`src/rtl/arm_pipelined_pkg.sv`:
```
// Shared types and constants for the ARM pipelined controller: condition codes,
// NZCV bit positions and the Execute-stage control payload.
package arm_pipelined_pkg;

    localparam int unsigned NZCV_W     = 4;
    localparam int unsigned COND_W     = 4;
    localparam int unsigned ALU_CTRL_W = 2;
    localparam int unsigned FLAG_WR_W  = 2;

    localparam int unsigned FLAG_N = 3;
    localparam int unsigned FLAG_Z = 2;
    localparam int unsigned FLAG_C = 1;
    localparam int unsigned FLAG_V = 0;

    typedef enum logic [COND_W-1:0] {
        EQ = 4'b0000,
        NE = 4'b0001,
        CS = 4'b0010,
        CC = 4'b0011,
        MI = 4'b0100,
        PL = 4'b0101,
        VS = 4'b0110,
        VC = 4'b0111,
        HI = 4'b1000,
        LS = 4'b1001,
        GE = 4'b1010,
        LT = 4'b1011,
        GT = 4'b1100,
        LE = 4'b1101,
        AL = 4'b1110,
        NV = 4'b1111
    } cond_e;

    typedef struct packed {
        cond_e                 cond;
        logic                  pc_src;
        logic                  branch;
        logic                  reg_write;
        logic                  mem_write;
        logic                  mem_to_reg;
        logic [ALU_CTRL_W-1:0] alu_control;
        logic                  alu_src;
        logic [FLAG_WR_W-1:0]  flag_write;
    } ctrl_e_t;

    // Flush bubble: nothing writes, and AL keeps the condition check quiet.
    localparam ctrl_e_t CTRL_BUBBLE = '{
        cond:        AL,
        pc_src:      1'b0,
        branch:      1'b0,
        reg_write:   1'b0,
        mem_write:   1'b0,
        mem_to_reg:  1'b0,
        alu_control: 2'b00,
        alu_src:     1'b0,
        flag_write:  2'b00
    };

    localparam ctrl_e_t CTRL_RESET = '{
        cond:        EQ,
        pc_src:      1'b0,
        branch:      1'b0,
        reg_write:   1'b0,
        mem_write:   1'b0,
        mem_to_reg:  1'b0,
        alu_control: 2'b00,
        alu_src:     1'b0,
        flag_write:  2'b00
    };

endpackage

```
`src/rtl/arm_pipelined_cond_check.sv`:
```
// Evaluates a 4-bit ARM condition field against the current NZCV flags.
module arm_pipelined_cond_check
    import arm_pipelined_pkg::*;
(
    input  logic [COND_W-1:0] i_cond,
    input  logic [NZCV_W-1:0] i_flags,
    output logic              o_cond_ex_c
);

    logic n, z, c, v;

    always_comb begin
        n = i_flags[FLAG_N];
        z = i_flags[FLAG_Z];
        c = i_flags[FLAG_C];
        v = i_flags[FLAG_V];
        o_cond_ex_c = 1'b0;
        case (cond_e'(i_cond))
            EQ:      o_cond_ex_c = z;
            NE:      o_cond_ex_c = ~z;
            CS:      o_cond_ex_c = c;
            CC:      o_cond_ex_c = ~c;
            MI:      o_cond_ex_c = n;
            PL:      o_cond_ex_c = ~n;
            VS:      o_cond_ex_c = v;
            VC:      o_cond_ex_c = ~v;
            HI:      o_cond_ex_c = c & ~z;
            LS:      o_cond_ex_c = ~c | z;
            GE:      o_cond_ex_c = (n == v);
            LT:      o_cond_ex_c = (n != v);
            GT:      o_cond_ex_c = ~z & (n == v);
            LE:      o_cond_ex_c = z | (n != v);
            AL:      o_cond_ex_c = 1'b1;
            default: o_cond_ex_c = 1'b0;
        endcase
    end

endmodule

```
`src/rtl/arm_pipelined_control_sequencer.sv`:
```
// Carries decoded control through the E/M/W pipeline registers, holds NZCV and
// squashes the side effects of instructions whose condition fails in Execute.
module arm_pipelined_control_sequencer
    import arm_pipelined_pkg::*;
#(
    parameter logic [3:0] FLAGS_RESET = 4'b0000
) (
    input  logic                  i_CLK,
    input  logic                  i_NRESET,
    input  logic [COND_W-1:0]     i_Cond_Decode,
    input  logic                  i_PC_Src_Decode,
    input  logic                  i_Branch_Decode,
    input  logic                  i_Reg_Write_Decode,
    input  logic                  i_Mem_Write_Decode,
    input  logic                  i_Mem_To_Reg_Decode,
    input  logic [ALU_CTRL_W-1:0] i_ALU_Control_Decode,
    input  logic                  i_ALU_Src_Decode,
    input  logic [FLAG_WR_W-1:0]  i_Flag_Write_Decode,
    input  logic                  i_No_Write_Decode,
    input  logic [NZCV_W-1:0]     i_ALU_Flags_Execute,
    input  logic                  i_Stall_Execute,
    input  logic                  i_Flush_Execute,
    output logic [ALU_CTRL_W-1:0] o_ALU_Control_Execute,
    output logic                  o_ALU_Src_Execute,
    output logic                  o_Mem_To_Reg_Execute,
    output logic                  o_Branch_Taken_Execute,
    output logic                  o_Cond_Ex_Execute,
    output logic                  o_Reg_Write_Memory,
    output logic                  o_Mem_Write_Memory,
    output logic                  o_Mem_To_Reg_Memory,
    output logic                  o_Reg_Write_Writeback,
    output logic                  o_Mem_To_Reg_Writeback,
    output logic                  o_PC_Src_Writeback,
    output logic                  o_PC_Write_Pending,
    output logic [NZCV_W-1:0]     o_Flags
);

    ctrl_e_t             ctrl_dec_c;
    ctrl_e_t             ctrl_e_q, ctrl_e_d;
    logic [NZCV_W-1:0]   flags_q, flags_d;
    logic                reg_write_m_q, reg_write_m_d;
    logic                mem_write_m_q, mem_write_m_d;
    logic                mem_to_reg_m_q, mem_to_reg_m_d;
    logic                pc_src_m_q, pc_src_m_d;
    logic                reg_write_w_q, reg_write_w_d;
    logic                mem_to_reg_w_q, mem_to_reg_w_d;
    logic                pc_src_w_q, pc_src_w_d;
    logic                cond_ex_c;

    arm_pipelined_cond_check u_cond_check (
        .i_cond      (COND_W'(ctrl_e_q.cond)),
        .i_flags     (flags_q),
        .o_cond_ex_c (cond_ex_c)
    );

    // Decode payload; compare-type ops never write the register file.
    always_comb begin
        ctrl_dec_c             = CTRL_RESET;
        ctrl_dec_c.cond        = cond_e'(i_Cond_Decode);
        ctrl_dec_c.pc_src      = i_PC_Src_Decode;
        ctrl_dec_c.branch      = i_Branch_Decode;
        ctrl_dec_c.reg_write   = i_Reg_Write_Decode & ~i_No_Write_Decode;
        ctrl_dec_c.mem_write   = i_Mem_Write_Decode;
        ctrl_dec_c.mem_to_reg  = i_Mem_To_Reg_Decode;
        ctrl_dec_c.alu_control = i_ALU_Control_Decode;
        ctrl_dec_c.alu_src     = i_ALU_Src_Decode;
        ctrl_dec_c.flag_write  = i_Flag_Write_Decode;
    end

    always_comb begin
        ctrl_e_d = ctrl_dec_c;
        if (i_Flush_Execute) begin
            ctrl_e_d = CTRL_BUBBLE;
        end else if (i_Stall_Execute) begin
            ctrl_e_d = ctrl_e_q;
        end
    end

    // A stalled instruction stays in E, so its flag update waits for the release cycle.
    always_comb begin
        flags_d = flags_q;
        if (ctrl_e_q.flag_write[1] & cond_ex_c & ~i_Stall_Execute) begin
            flags_d[FLAG_N] = i_ALU_Flags_Execute[FLAG_N];
            flags_d[FLAG_Z] = i_ALU_Flags_Execute[FLAG_Z];
        end
        if (ctrl_e_q.flag_write[0] & cond_ex_c & ~i_Stall_Execute) begin
            flags_d[FLAG_C] = i_ALU_Flags_Execute[FLAG_C];
            flags_d[FLAG_V] = i_ALU_Flags_Execute[FLAG_V];
        end
    end

    always_comb begin
        reg_write_m_d  = 1'b0;
        mem_write_m_d  = 1'b0;
        mem_to_reg_m_d = 1'b0;
        pc_src_m_d     = 1'b0;
        if (!i_Stall_Execute) begin
            reg_write_m_d  = ctrl_e_q.reg_write & cond_ex_c;
            mem_write_m_d  = ctrl_e_q.mem_write & cond_ex_c;
            mem_to_reg_m_d = ctrl_e_q.mem_to_reg;
            pc_src_m_d     = ctrl_e_q.pc_src & cond_ex_c;
        end
        reg_write_w_d  = reg_write_m_q;
        mem_to_reg_w_d = mem_to_reg_m_q;
        pc_src_w_d     = pc_src_m_q;
    end

    always_ff @(posedge i_CLK or negedge i_NRESET) begin
        if (!i_NRESET) begin
            ctrl_e_q       <= CTRL_RESET;
            flags_q        <= FLAGS_RESET;
            reg_write_m_q  <= 1'b0;
            mem_write_m_q  <= 1'b0;
            mem_to_reg_m_q <= 1'b0;
            pc_src_m_q     <= 1'b0;
            reg_write_w_q  <= 1'b0;
            mem_to_reg_w_q <= 1'b0;
            pc_src_w_q     <= 1'b0;
        end else begin
            ctrl_e_q       <= ctrl_e_d;
            flags_q        <= flags_d;
            reg_write_m_q  <= reg_write_m_d;
            mem_write_m_q  <= mem_write_m_d;
            mem_to_reg_m_q <= mem_to_reg_m_d;
            pc_src_m_q     <= pc_src_m_d;
            reg_write_w_q  <= reg_write_w_d;
            mem_to_reg_w_q <= mem_to_reg_w_d;
            pc_src_w_q     <= pc_src_w_d;
        end
    end

    assign o_ALU_Control_Execute  = ctrl_e_q.alu_control;
    assign o_ALU_Src_Execute      = ctrl_e_q.alu_src;
    assign o_Mem_To_Reg_Execute   = ctrl_e_q.mem_to_reg;
    assign o_Cond_Ex_Execute      = cond_ex_c;
    assign o_Branch_Taken_Execute = ctrl_e_q.branch & cond_ex_c;
    assign o_Reg_Write_Memory     = reg_write_m_q;
    assign o_Mem_Write_Memory     = mem_write_m_q;
    assign o_Mem_To_Reg_Memory    = mem_to_reg_m_q;
    assign o_Reg_Write_Writeback  = reg_write_w_q;
    assign o_Mem_To_Reg_Writeback = mem_to_reg_w_q;
    assign o_PC_Src_Writeback     = pc_src_w_q;
    // E term is ungated on purpose: the fetch stall may be conservative.
    assign o_PC_Write_Pending     = i_PC_Src_Decode | ctrl_e_q.pc_src | pc_src_m_q;
    assign o_Flags                = flags_q;

endmodule
```
`config.mk`:
```
export PLATFORM = sky130hd
export DESIGN_NAME = arm_pipelined_control_sequencer
export DESIGN_NICKNAME = d
export VERILOG_FILES = /design/src/rtl/arm_pipelined_pkg.sv /design/src/rtl/arm_pipelined_cond_check.sv /design/src/rtl/arm_pipelined_control_sequencer.sv
export SDC_FILE = /design/constraint.sdc
export NUM_CORES = 1
export LEC_CHECK = 0
export ABC_AREA = 1
export CAP_MARGIN = 10
export CORE_UTILIZATION = 27
export DETAILED_ROUTE_END_ITERATION = 6
export PLACE_DENSITY = 0.53
export SYNTH_ARGS = -nofsm -noshare
export SYNTH_HDL_FRONTEND = slang
export SYNTH_HIERARCHICAL = 1
export SYNTH_SLANG_ARGS = --single-unit
```
`constraint.sdc`:
```
create_clock -name i_CLK -period 1.9 [get_ports i_CLK]
set_input_delay 0.38 -clock i_CLK [delete_from_list [all_inputs] [get_ports i_CLK]]
set_output_delay 0.38 -clock i_CLK [all_outputs]
set_load 0.01 [all_outputs]
```
==> summary.txt, run 1 <==
Final layout
  – Syn-to-layout area delta: 53.9%
  – Fillers: 423
  – Layout cell share with drive strength beyond 1: 23.9%
  – Most flop-heavy register: ctrl_e_q
  – Nets@finish: 237
  – Ant. Diodes: 0
  – Commonest non-fill, non-tap cells in the layout: nand2_1, clkdlybuf4s50_1, dfrtp_1, buf_4, nand3_1
  – Max reg flops: 10
  – Finished Layout Cells: 263
  – Commonest non-fill, non-tap cell in the layout: nand2_1

Clocking
  – Clk sinks: 25
  – CTS H-tree depth: 1
  – Root Driver: clkbuf_8
  – Worst skew pair latency: 0.27 ns
  – Clock transition at the registers of the reported paths: 0.09 ns
  – Num CTS Buffers: 3
  – Worst-case clock buffer depth: 2
  – Hold_buf cts: 0
  – CTS tree: done

STA
  – Tmin final: 1.98 ns
  – Fin Clk Skew: 0.00628 ns
  – Crit share post-route: 104%
  – Max Fclk: 506 MHz
  – Endpoints failing hold: 0
  – Final WS setup: -0.0779 ns
  – Slew @ Worst Pin: 0.703 ns
  – Slew headroom: 53.0%
  – Max Slew Vio Count: 0
  – Final setup fails: 2
  – Final setup TNS: -0.0893 ns
  – Unrepaired setup endpoints after global routing: true

Placement
  – IO Port Bufs: 39
  – Post-Place Setup Slack: -0.230 ns
  – Dpl cells: 252
  – Post-DP HPWL: 2230 µm
  – Gpl congestion: 1.01

GRT
  – Largest net degree at the start of global routing: 26
  – Antenna violations before repair: 0
  – First-pass GRT wire length: 5380 µm
  – Gr ovfl total: 0
  – Vias in the first global route: 1221
  – GRT Total Usage: 15.4%

Yosys
  – Synth Net Count: 182
  – Syn avg cell area: 7.56 µm²
  – Yosys cell types: 18
  – Syn. warnings: 6
  – Sequential share of the synthesized area: 52.0%
  – Cells after Synth: 159
  – Register bit total from synthesis: 25
  – Post-Synthesis Cell Area: 0.00120 mm²

Setup path
  – Crit path max fanout: 5
  – R2R setup slack: 0.23 ns
  – Crit path capture type: primary output
  – WP data required: 1.52 ns
  – Setup CP Type: reg2out
  – CP arrival: 1.60 ns
  – CP Launch Type: flop

Routing
  – Total wire length: 3050 µm
  – Vias/cell: 4.52
  – Initial DRC Count: 55
  – DRC Markers: 0
  – Wire per inst: 11.6 µm
  – Via Count: 1190
  – ANT nets after route: 0
  – DRT Pass-1 Iters: 7

Status
  – Status: complete, but fails checks
  – Failing checks: setup timing

Floorplan
  – Row cnt: 23
  – Die ar.: 0.00472 mm²
  – IO Count: 40
  – Initial Util: 29.0%
  – Chip width: 68.7 µm
  – Die Ht: 68.7 µm
  – CORE AREA: 0.00414 mm²

Power
  – Static Leak: 0.000915 µW
  – Pwr dens: 829 mW/mm²
  – Worst-case vdd ir drop: 0.000320 V
  – Tot Pwr: 1530 µW

Hold path
  – HP Class: reg2reg

Flow run
  – Max_cap viols: 0
==> synthesized netlist by cell type, drive strengths merged <==
master / n / area, µm²
a21oi: 5 / 25.0
nor3: 1 / 5.00
nand4: 4 / 25.0
nand3: 13 / 65.1
nor2: 16 / 62.6
clkinv: 2 / 7.51
nand2: 68 / 258
dfrtp: 25 / 626
o21ai: 3 / 15.0
buf: 6 / 50.0
nand3b: 1 / 7.51
inv: 15 / 56.3
==> logic make-up (layout without fill, tap and decap cells) <==
kind of cell | after synthesis | count (layout) | synth area share (%)
compound gates | 8 | 8 | 3.33
flops | 25 | 25 | 52.0
buf+inv | 23 | 77 | 9.47
simple gates | 103 | 103 | 35.2
==> repair_timing <==
action / 4_1_cts / 5_1_grt
endpoints found under the setup margin: 2 / 3
pin swaps: 2 / 6
resized for setup: 19 / 21
setup buffers: 4 / 3
==> area by class of cell <==
| cell class | instances | area, µm² | share of cell area [%] |
|---|---|---|---|
| sequential | 25 | 632 | 34.1 |
| multi-input combinational | 111 | 522 | 28.2 |
| timing repair buffer | 56 | 520 | 28.1 |
| inverter | 17 | 67.6 | 3.65 |
| tap | 50 | 62.6 | 3.38 |
| clock buffer | 3 | 41.3 | 2.23 |
| clock inverter | 1 | 5.00 | 0.270 |
==> worst paths after layout <==
kind,start,end,cells after the start
worst max-delay path,o_Flags[3],o_Branch_Taken_Execute,10
worst min-delay path,o_Reg_Write_Memory,o_Reg_Write_Writeback,0
worst max register to register,o_Flags[3],o_Flags[0],12
worst min register to register,o_Reg_Write_Memory,o_Reg_Write_Writeback,0
max in group asynchronous,i_NRESET,o_Flags[3],2
min in group asynchronous,i_NRESET,o_PC_Src_Writeback,2
==> worst max-delay path: stages (launching register included) <==
cell and delay (ns):
dfrtp_2 0.44, buf_4 0.14, nand2_1 0.08, nand2_1 0.06, nand3_1 0.08, nand3_1 0.10
nor2_2 0.13, nand2_2 0.09, nand2_2 0.07, inv_2 0.03, buf_6 0.10
==> stage by stage <==
step	cell area [µm²]	hold slack (ns)	util, %
2_1_floorplan	1200	0.0844	-
3_3_place_gp	1680	0.359	40.5
3_5_place_dp	1680	0.358	40.5
4_1_cts	1770	0.380	42.8
5_1_grt	1850	0.396	44.7
6_report	1850	0.380	44.7
==> where the power goes <==
group | total [µW] | switching, µW | internal (µW)
Sequential | 654 | 65.4 | 589
Clock | 319 | 172 | 147
Combinational | 562 | 267 | 295
==> routing by layer <==
layer	share of wire [%]	GRT usage (%)
met3	3.3	2.80
met2	52	26.8
met4	2.0	6.38
met5	0	0
met1	43	18.7
No activity file was read; power rests on OpenSTA's default activity.
==> run 2, diff against run 1 <==
--- a/config.mk
+++ b/config.mk
@@ -8,8 +8,10 @@
 export ABC_AREA = 1
 export CAP_MARGIN = 10
 export CORE_UTILIZATION = 27
+export CTS_CLUSTER_DIAMETER = 200
 export DETAILED_ROUTE_END_ITERATION = 6
 export PLACE_DENSITY = 0.53
+export REMOVE_ABC_BUFFERS = 1
 export SYNTH_ARGS = -nofsm -noshare
 export SYNTH_HDL_FRONTEND = slang
 export SYNTH_HIERARCHICAL = 1
==> summary.txt, run 2 (synthesis results as in run 1) <==
Status
  – Status: complete, but fails checks (unchanged)
  – Failing checks: setup timing (unchanged)

Final layout
  – Most flop-heavy register: ctrl_e_q (unchanged)
  – Commonest non-fill, non-tap cell in the layout: nand2_1 (unchanged)
  – Syn-to-layout area delta: 53.6% (was 53.9%)
  – Final instance area: 0.00185 mm² (about the same)
  – Ant. Diodes: 0 (unchanged)
  – Finished Layout Cells: 263 (unchanged)
  – Nets@finish: 237 (unchanged)
  – Max reg flops: 10 (unchanged)
  – Multi-input gate area: 518 µm² (was 522 µm²)
  – Fillers: 418 (was 423)
  – Register area: 633 µm² (was 632 µm²)
  – Layout cell share with drive strength beyond 1: 24.4% (was 23.9%)
  – Commonest non-fill, non-tap cells in the layout: nand2_1, clkdlybuf4s50_1, dfrtp_1, buf_4, inv_1 (was nand2_1, clkdlybuf4s50_1, dfrtp_1, buf_4, nand3_1)

Flow run
  – Max_cap viols: 0 (unchanged)

Setup path
  – CP most frequent cell: nand2_1
  – Critical Path, Cell by Cell: nand2_2 > a21oi_1 > nand2_1 > nand2_1 > nand2_1 > nor2_2 > nand2_2 > buf_4 > buf_6 (was buf_4 > nand2_1 > nand2_1 > nand3_1 > nand3_1 > nor2_2 > nand2_2 > nand2_2 > inv_2 > buf_6)
  – R2R setup slack: 0.26 ns (was 0.23 ns)
  – CP peak stage delay: 0.44 ns (about the same)
  – Buf+Inv Stages, Crit Path: 2 (was 3)
  – CP arrival: 1.60 ns (about the same)
  – Setup CP Type: reg2out (unchanged)
  – Reg-to-reg endpoint: o_Flags[0] (unchanged)
  – Crit path max fanout: 6 (was 5)
  – CP max-delay cell: dfrtp_2 (unchanged)
  – R2R Path Start: ctrl_e_q[10] (was o_Flags[3])
  – Critical path's top delay family: simple AND/OR/NAND/NOR gates (unchanged)
  – WP data required: 1.52 ns (about the same)
  – CP Launch Type: flop (unchanged)
  – R2R depth: 11 (was 12)
  – Crit path capture type: primary output (unchanged)

Hold path
  – Hold depth: 0 (unchanged)
  – HP Class: reg2reg (unchanged)
  – Hold Path Sink: o_Mem_To_Reg_Writeback (was o_Reg_Write_Writeback)
  – Hold Startpoint: o_Mem_To_Reg_Memory (was o_Reg_Write_Memory)

Power
  – Static Leak: 0.000934 µW (was 0.000915 µW)
  – Tot Pwr: 1530 µW (about the same)
  – Pwr dens: 828 mW/mm² (was 829 mW/mm²)
  – Worst-case vdd ir drop: 0.000256 V (was 0.000320 V)

Routing
  – Via Count: 1199 (was 1190)
  – Vias/cell: 4.56 (was 4.52)
  – DRC Markers: 0 (unchanged)
  – ANT nets after route: 0 (unchanged)
  – Initial DRC Count: 76 (was 55)
  – Total wire length: 3040 µm (was 3050 µm)
  – Wire per inst: 11.5 µm (was 11.6 µm)
  – DRT Pass-1 Iters: 4 (was 7)

Clocking
  – Worst skew pair latency: 0.26 ns (was 0.27 ns)
  – Clk sinks: 25 (unchanged)
  – CTS H-tree depth: 1 (unchanged)
  – Num CTS Buffers: 3 (unchanged)
  – Clock transition at the registers of the reported paths: 0.08 ns (was 0.09 ns)
  – CTS tree: done (unchanged)
  – Root Driver: clkbuf_8 (unchanged)
  – Worst-case clock buffer depth: 2 (unchanged)

Floorplan
  – Chip width: 68.7 µm (unchanged)
  – Initial Util: 29.0% (unchanged)
  – Die Ht: 68.7 µm (unchanged)
  – CORE AREA: 0.00414 mm² (unchanged)
  – Die ar.: 0.00472 mm² (unchanged)
  – Row cnt: 23 (unchanged)
  – IO Count: 40 (unchanged)

GRT
  – Gr ovfl total: 0 (unchanged)
  – Antenna violations before repair: 0 (unchanged)
  – First-pass GRT wire length: 5080 µm (was 5380 µm)
  – Largest net degree at the start of global routing: 26 (unchanged)
  – GRT Total Usage: 14.5% (was 15.4%)
  – Vias in the first global route: 1217 (was 1221)

Placement
  – Post-DP Area: 0.00168 mm² (unchanged)
  – Dpl cells: 252 (unchanged)
  – Gpl congestion: 0.979 (was 1.01)
  – IO Port Bufs: 39 (unchanged)
  – Post-Place Setup Slack: -0.248 ns (was -0.230 ns)
  – Post-DP HPWL: 2110 µm (was 2230 µm)

STA
  – Tmin final: 1.98 ns (about the same)
  – Final WS setup: -0.0829 ns (was -0.0779 ns)
  – Final setup fails: 2 (unchanged)
  – Endpoints failing hold: 0 (unchanged)
  – Max Slew Vio Count: 0 (unchanged)
  – Crit share post-route: 104% (about the same)
  – Slew headroom: 50.8% (was 53.0%)
  – Unrepaired setup endpoints after global routing: true (unchanged)
  – Fin Clk Skew: 0.00181 ns (was 0.00628 ns)
  – Max Fclk: 504 MHz (was 506 MHz)
  – Slew @ Worst Pin: 0.736 ns (was 0.703 ns)
[run 2: cell types whose count changed in the layout (fill, tap and decap cells not counted), moves of 2 or more]
cell,previous run,this run
clkinv_2,2,0
inv_2,4,6
nand3_1,11,9
nand3_2,2,4
nor2_2,5,7
[run 2: per-layer routing]
metal,vias up,part of all wire [%],track usage [%]
met5,-,0,0
met4,0,1.9,6.63
met3,7,4.5,2.30
met2,38,52,25.5
met1,557,42,17.3
li1,597,-,-
[run 2: worst max-delay path by stage]
| stage | start | to | cells past startpoint |
|---|---|---|---|
| 6_report | ctrl_e_q[13] | o_Cond_Ex_Execute | 9 |
| 3_5_place_dp | ctrl_e_q[10] | o_Branch_Taken_Execute | 10 |
| 5_1_grt | o_Flags[3] | o_Cond_Ex_Execute | 10 |
| 2_1_floorplan | ctrl_e_q[11] | o_Branch_Taken_Execute | 9 |
| 4_1_cts | ctrl_e_q[11] | o_Branch_Taken_Execute | 10 |
| 3_3_place_gp | ctrl_e_q[13] | o_Branch_Taken_Execute | 11 |
[run 2: final cells by class]
class / instances / area share [%]
clock buffer: 4 / 2.44
inverter: 17 / 3.46
multi-input combinational: 111 / 28.0
sequential: 25 / 34.3
tap: 50 / 3.39
timing repair buffer: 56 / 28.4
[run 2: worst reg2reg max path, cell delays in order (launching register included)]
cell	delay (ns)
dfrtp_2	0.47
inv_1	0.10
nor3_1	0.24
nand2_1	0.08
nand2_1	0.07
nor2_2	0.05
nand2_2	0.09
buf_4	0.11
buf_4	0.12
nand3_1	0.10
nand2_1	0.08
nand2_1	0.04
[run 2: power by group]
group          switching, µW  internal [µW]  total [µW]
Clock                    161            150         311
Sequential              75.8            590         666
Combinational            252            302         553
[run 2: what timing repair did]
item | 4_1_cts | 5_1_grt
gates resized for setup | 16 | 24
buffers inserted | 4 | 3
hold buffers | 0 | 0
endpoints found under the setup margin | 2 | 2
pin swaps | 0 | 8
cloned | 0 | 0
[run 2: per-stage QoR]
stage / util, % / TNS (ns) / hold slack, ns
after detailed placement: 40.5 / -0.410 / 0.361
after global routing: 44.6 / -0.325 / 0.388
after global placement: 40.5 / -0.273 / 0.361
after CTS: 42.6 / -0.0526 / 0.380
after floorplan: - / 0 / 0.0844
final: 44.6 / -0.150 / 0.376
==> run 3, diff against run 2 <==
--- a/config.mk
+++ b/config.mk
@@ -7,10 +7,12 @@
 export LEC_CHECK = 0
 export ABC_AREA = 1
 export CAP_MARGIN = 10
-export CORE_UTILIZATION = 27
+export CELL_PAD_IN_SITES_DETAIL_PLACEMENT = 0
+export CELL_PAD_IN_SITES_GLOBAL_PLACEMENT = 2
+export CORE_UTILIZATION = 24
 export CTS_CLUSTER_DIAMETER = 200
 export DETAILED_ROUTE_END_ITERATION = 6
-export PLACE_DENSITY = 0.53
+export PLACE_DENSITY = 0.78
 export REMOVE_ABC_BUFFERS = 1
 export SYNTH_ARGS = -nofsm -noshare
 export SYNTH_HDL_FRONTEND = slang
==> constraint.sdc (replaced) <==
create_clock -name i_CLK -period 2.2 [get_ports i_CLK]
set_input_delay 0.22 -clock i_CLK [delete_from_list [all_inputs] [get_ports i_CLK]]
set_output_delay 0.22 -clock i_CLK [all_outputs]
set_load 0.01 [all_outputs]
==> summary.txt, run 3 (synthesis results as in run 1) <==
Placement
  – Dpl cells: 263 (was 252)
  – Gpl congestion: 0.807 (was 0.979)
  – Post-DP HPWL: 2270 µm (was 2110 µm)
  – Post-DP Area: 0.00166 mm² (was 0.00168 mm²)
  – IO Port Bufs: 39 (unchanged)

Setup path
  – CP arrival: 1.66 ns (was 1.60 ns)
  – CP max-delay cell: dfrtp_2 (unchanged)
  – Critical path's top delay family: simple AND/OR/NAND/NOR gates (unchanged)
  – Setup CP Type: reg2out (unchanged)
  – Crit path max fanout: 6 (unchanged)
  – Setup crit start: ctrl_e_q[12] (was ctrl_e_q[13])
  – CP Launch Type: flop (unchanged)
  – Critical Path, Cell by Cell: nand2_1 > clkinv_1 > nand3_1 > nand2_1 > nand2_1 > nand2_1 > nor2_1 > nand2_2 > nand2_1 > inv_1 > dlymetal6s2s_1 (was nand2_2 > a21oi_1 > nand2_1 > nand2_1 > nand2_1 > nor2_2 > nand2_2 > buf_4 > buf_6)
  – Buf+Inv Stages, Crit Path: 3 (was 2)
  – WP data required: 1.98 ns (was 1.52 ns)
  – CP peak stage delay: 0.45 ns (was 0.44 ns)
  – Crit path capture type: primary output (unchanged)
  – R2R Path Start: ctrl_e_q[12] (was ctrl_e_q[10])
  – CP most frequent cell: nand2_1 (unchanged)

Power
  – Static Leak: 0.000877 µW (was 0.000934 µW)
  – Pwr dens: 687 mW/mm² (was 828 mW/mm²)
  – Worst-case vdd ir drop: 0.000232 V (was 0.000256 V)
  – Tot Pwr: 1200 µW (was 1530 µW)

STA
  – Hold slack: 0.336 ns (was 0.376 ns)
  – Tmin final: 1.88 ns
  – Max Slew Vio Count: 0 (unchanged)
  – Slew headroom: 68.0% (was 50.8%)
  – Final setup TNS: 0 ns (was -0.150 ns)
  – Final setup fails: 0 (was 2)
  – Max Fclk: 532 MHz
  – Unrepaired setup endpoints after global routing: false (was true)
  – Slew @ Worst Pin: 0.479 ns (was 0.736 ns)
  – Crit share post-route: 85.4%
  – Fin Clk Skew: 0.000681 ns (was 0.00181 ns)
  – Endpoints failing hold: 0 (unchanged)

Floorplan
  – Row cnt: 25 (was 23)
  – Die Ht: 72.8 µm (was 68.7 µm)
  – IO Count: 40 (unchanged)
  – Chip width: 72.8 µm (was 68.7 µm)
  – Initial Util: 25.1% (was 29.0%)
  – Die ar.: 0.00530 mm² (was 0.00472 mm²)
  – CORE AREA: 0.00479 mm² (was 0.00414 mm²)

Final layout
  – Finished Layout Cells: 271 (was 263)
  – Commonest non-fill, non-tap cells in the layout: nand2_1, clkdlybuf4s50_1, dfrtp_1, inv_1 (was nand2_1, clkdlybuf4s50_1, dfrtp_1, buf_4, inv_1)
  – Commonest non-fill, non-tap cell in the layout: nand2_1 (unchanged)
  – Max reg flops: 10 (unchanged)
  – Nets@finish: 228 (was 237)
  – Layout cell share with drive strength beyond 1: 10.8% (was 24.4%)
  – Most flop-heavy register: ctrl_e_q (unchanged)
  – Fillers: 515 (was 418)
  – Syn-to-layout area delta: 45.6% (was 53.6%)
  – Ant. Diodes: 0 (unchanged)
  – Final instance area: 0.00175 mm² (was 0.00185 mm²)

Clocking
  – Num CTS Buffers: 3 (unchanged)
  – Worst-case clock buffer depth: 2 (unchanged)
  – Clk sinks: 25 (unchanged)
  – Root Driver: clkbuf_8 (unchanged)
  – Worst skew pair latency: 0.26 ns (about the same)
  – CTS tree: done (unchanged)
  – CTS H-tree depth: 1 (unchanged)
  – Clock transition at the registers of the reported paths: 0.08 ns (about the same)

Routing
  – Vias/cell: 4.19 (was 4.56)
  – DRC Markers: 0 (unchanged)
  – ANT nets after route: 0 (unchanged)
  – Total wire length: 2950 µm (was 3040 µm)
  – Wire per inst: 10.9 µm (was 11.5 µm)
  – DRT Pass-1 Iters: 4 (unchanged)
  – Via Count: 1135 (was 1199)
  – Initial DRC Count: 35 (was 76)

Hold path
  – HP Class: in2async (was reg2reg)

GRT
  – Antenna violations before repair: 0 (unchanged)
  – First-pass GRT wire length: 5120 µm (was 5080 µm)
  – Gr ovfl total: 0 (unchanged)
  – GRT Total Usage: 12.3% (was 14.5%)
  – Vias in the first global route: 1118 (was 1217)
  – Largest net degree at the start of global routing: 26 (unchanged)

Flow run
  – Max_cap viols: 0 (unchanged)

Status
  – Status: completed (was complete, but fails checks)
[run 3: changes by cell type in the layout (fill, tap and decap cells not counted), sizes merged]
cell / previous run / this run
dlymetal6s2s: 1 / 2
clkinv: 0 / 2
buf: 19 / 8
clkdlybuf4s50: 36 / 37
inv: 17 / 15
[run 3: area by class of cell]
type                       instances  area, µm²  area share, %
timing repair buffer              47        455           26.0
inverter                          17       63.8           3.65
sequential                        25        632           36.1
clock buffer                       4       45.0           2.57
tap                               67       83.8           4.79
multi-input combinational        111        470           26.9
[run 3: power breakdown]
part / internal (µW) / switching, µW
Combinational: 187 / 179
Sequential: 510 / 62.7
Clock: 129 / 135
[run 3: metrics by stage]
stage | worst slack, ns | util [%]
floorplan | 0.715 | -
CTS | 0.00732 | 36.0
global route | 0.126 | 36.6
detailed placement | 0.219 | 34.6
finish | 0.321 | 36.6
global placement | 0.190 | 34.6
[run 3: worst paths after layout]
kind                       cells after the start                endpoint  slack (ns)
min in group i_CLK                             0   o_Reg_Write_Writeback        0.38
max                                           11  o_Branch_Taken_Execute        0.32
min reg2reg                                    0   o_Reg_Write_Writeback        0.38
max in group asynchronous                      2            ctrl_e_q[11]        1.60
max reg2reg                                   12              o_Flags[3]        0.62
min                                            2       o_ALU_Src_Execute        0.34
[run 3: what timing repair did]
action / CTS / global route
cloned: 0 / 0
setup buffers: 2 / 2
resized for setup: 4 / 6
pin swaps: 0 / 0
setup endpoints to repair: 2 / 2
hold buffers: 0 / 0
[run 3: metal layers]
metal / GRT usage [%] / share of wire (%) / vias to the layer above
li1: - / - / 581
met1: 16.3 / 45 / 516
met2: 20.6 / 48 / 36
met3: 2.07 / 5.5 / 2
met4: 3.92 / 0.64 / 0
met5: 0 / 0 / -
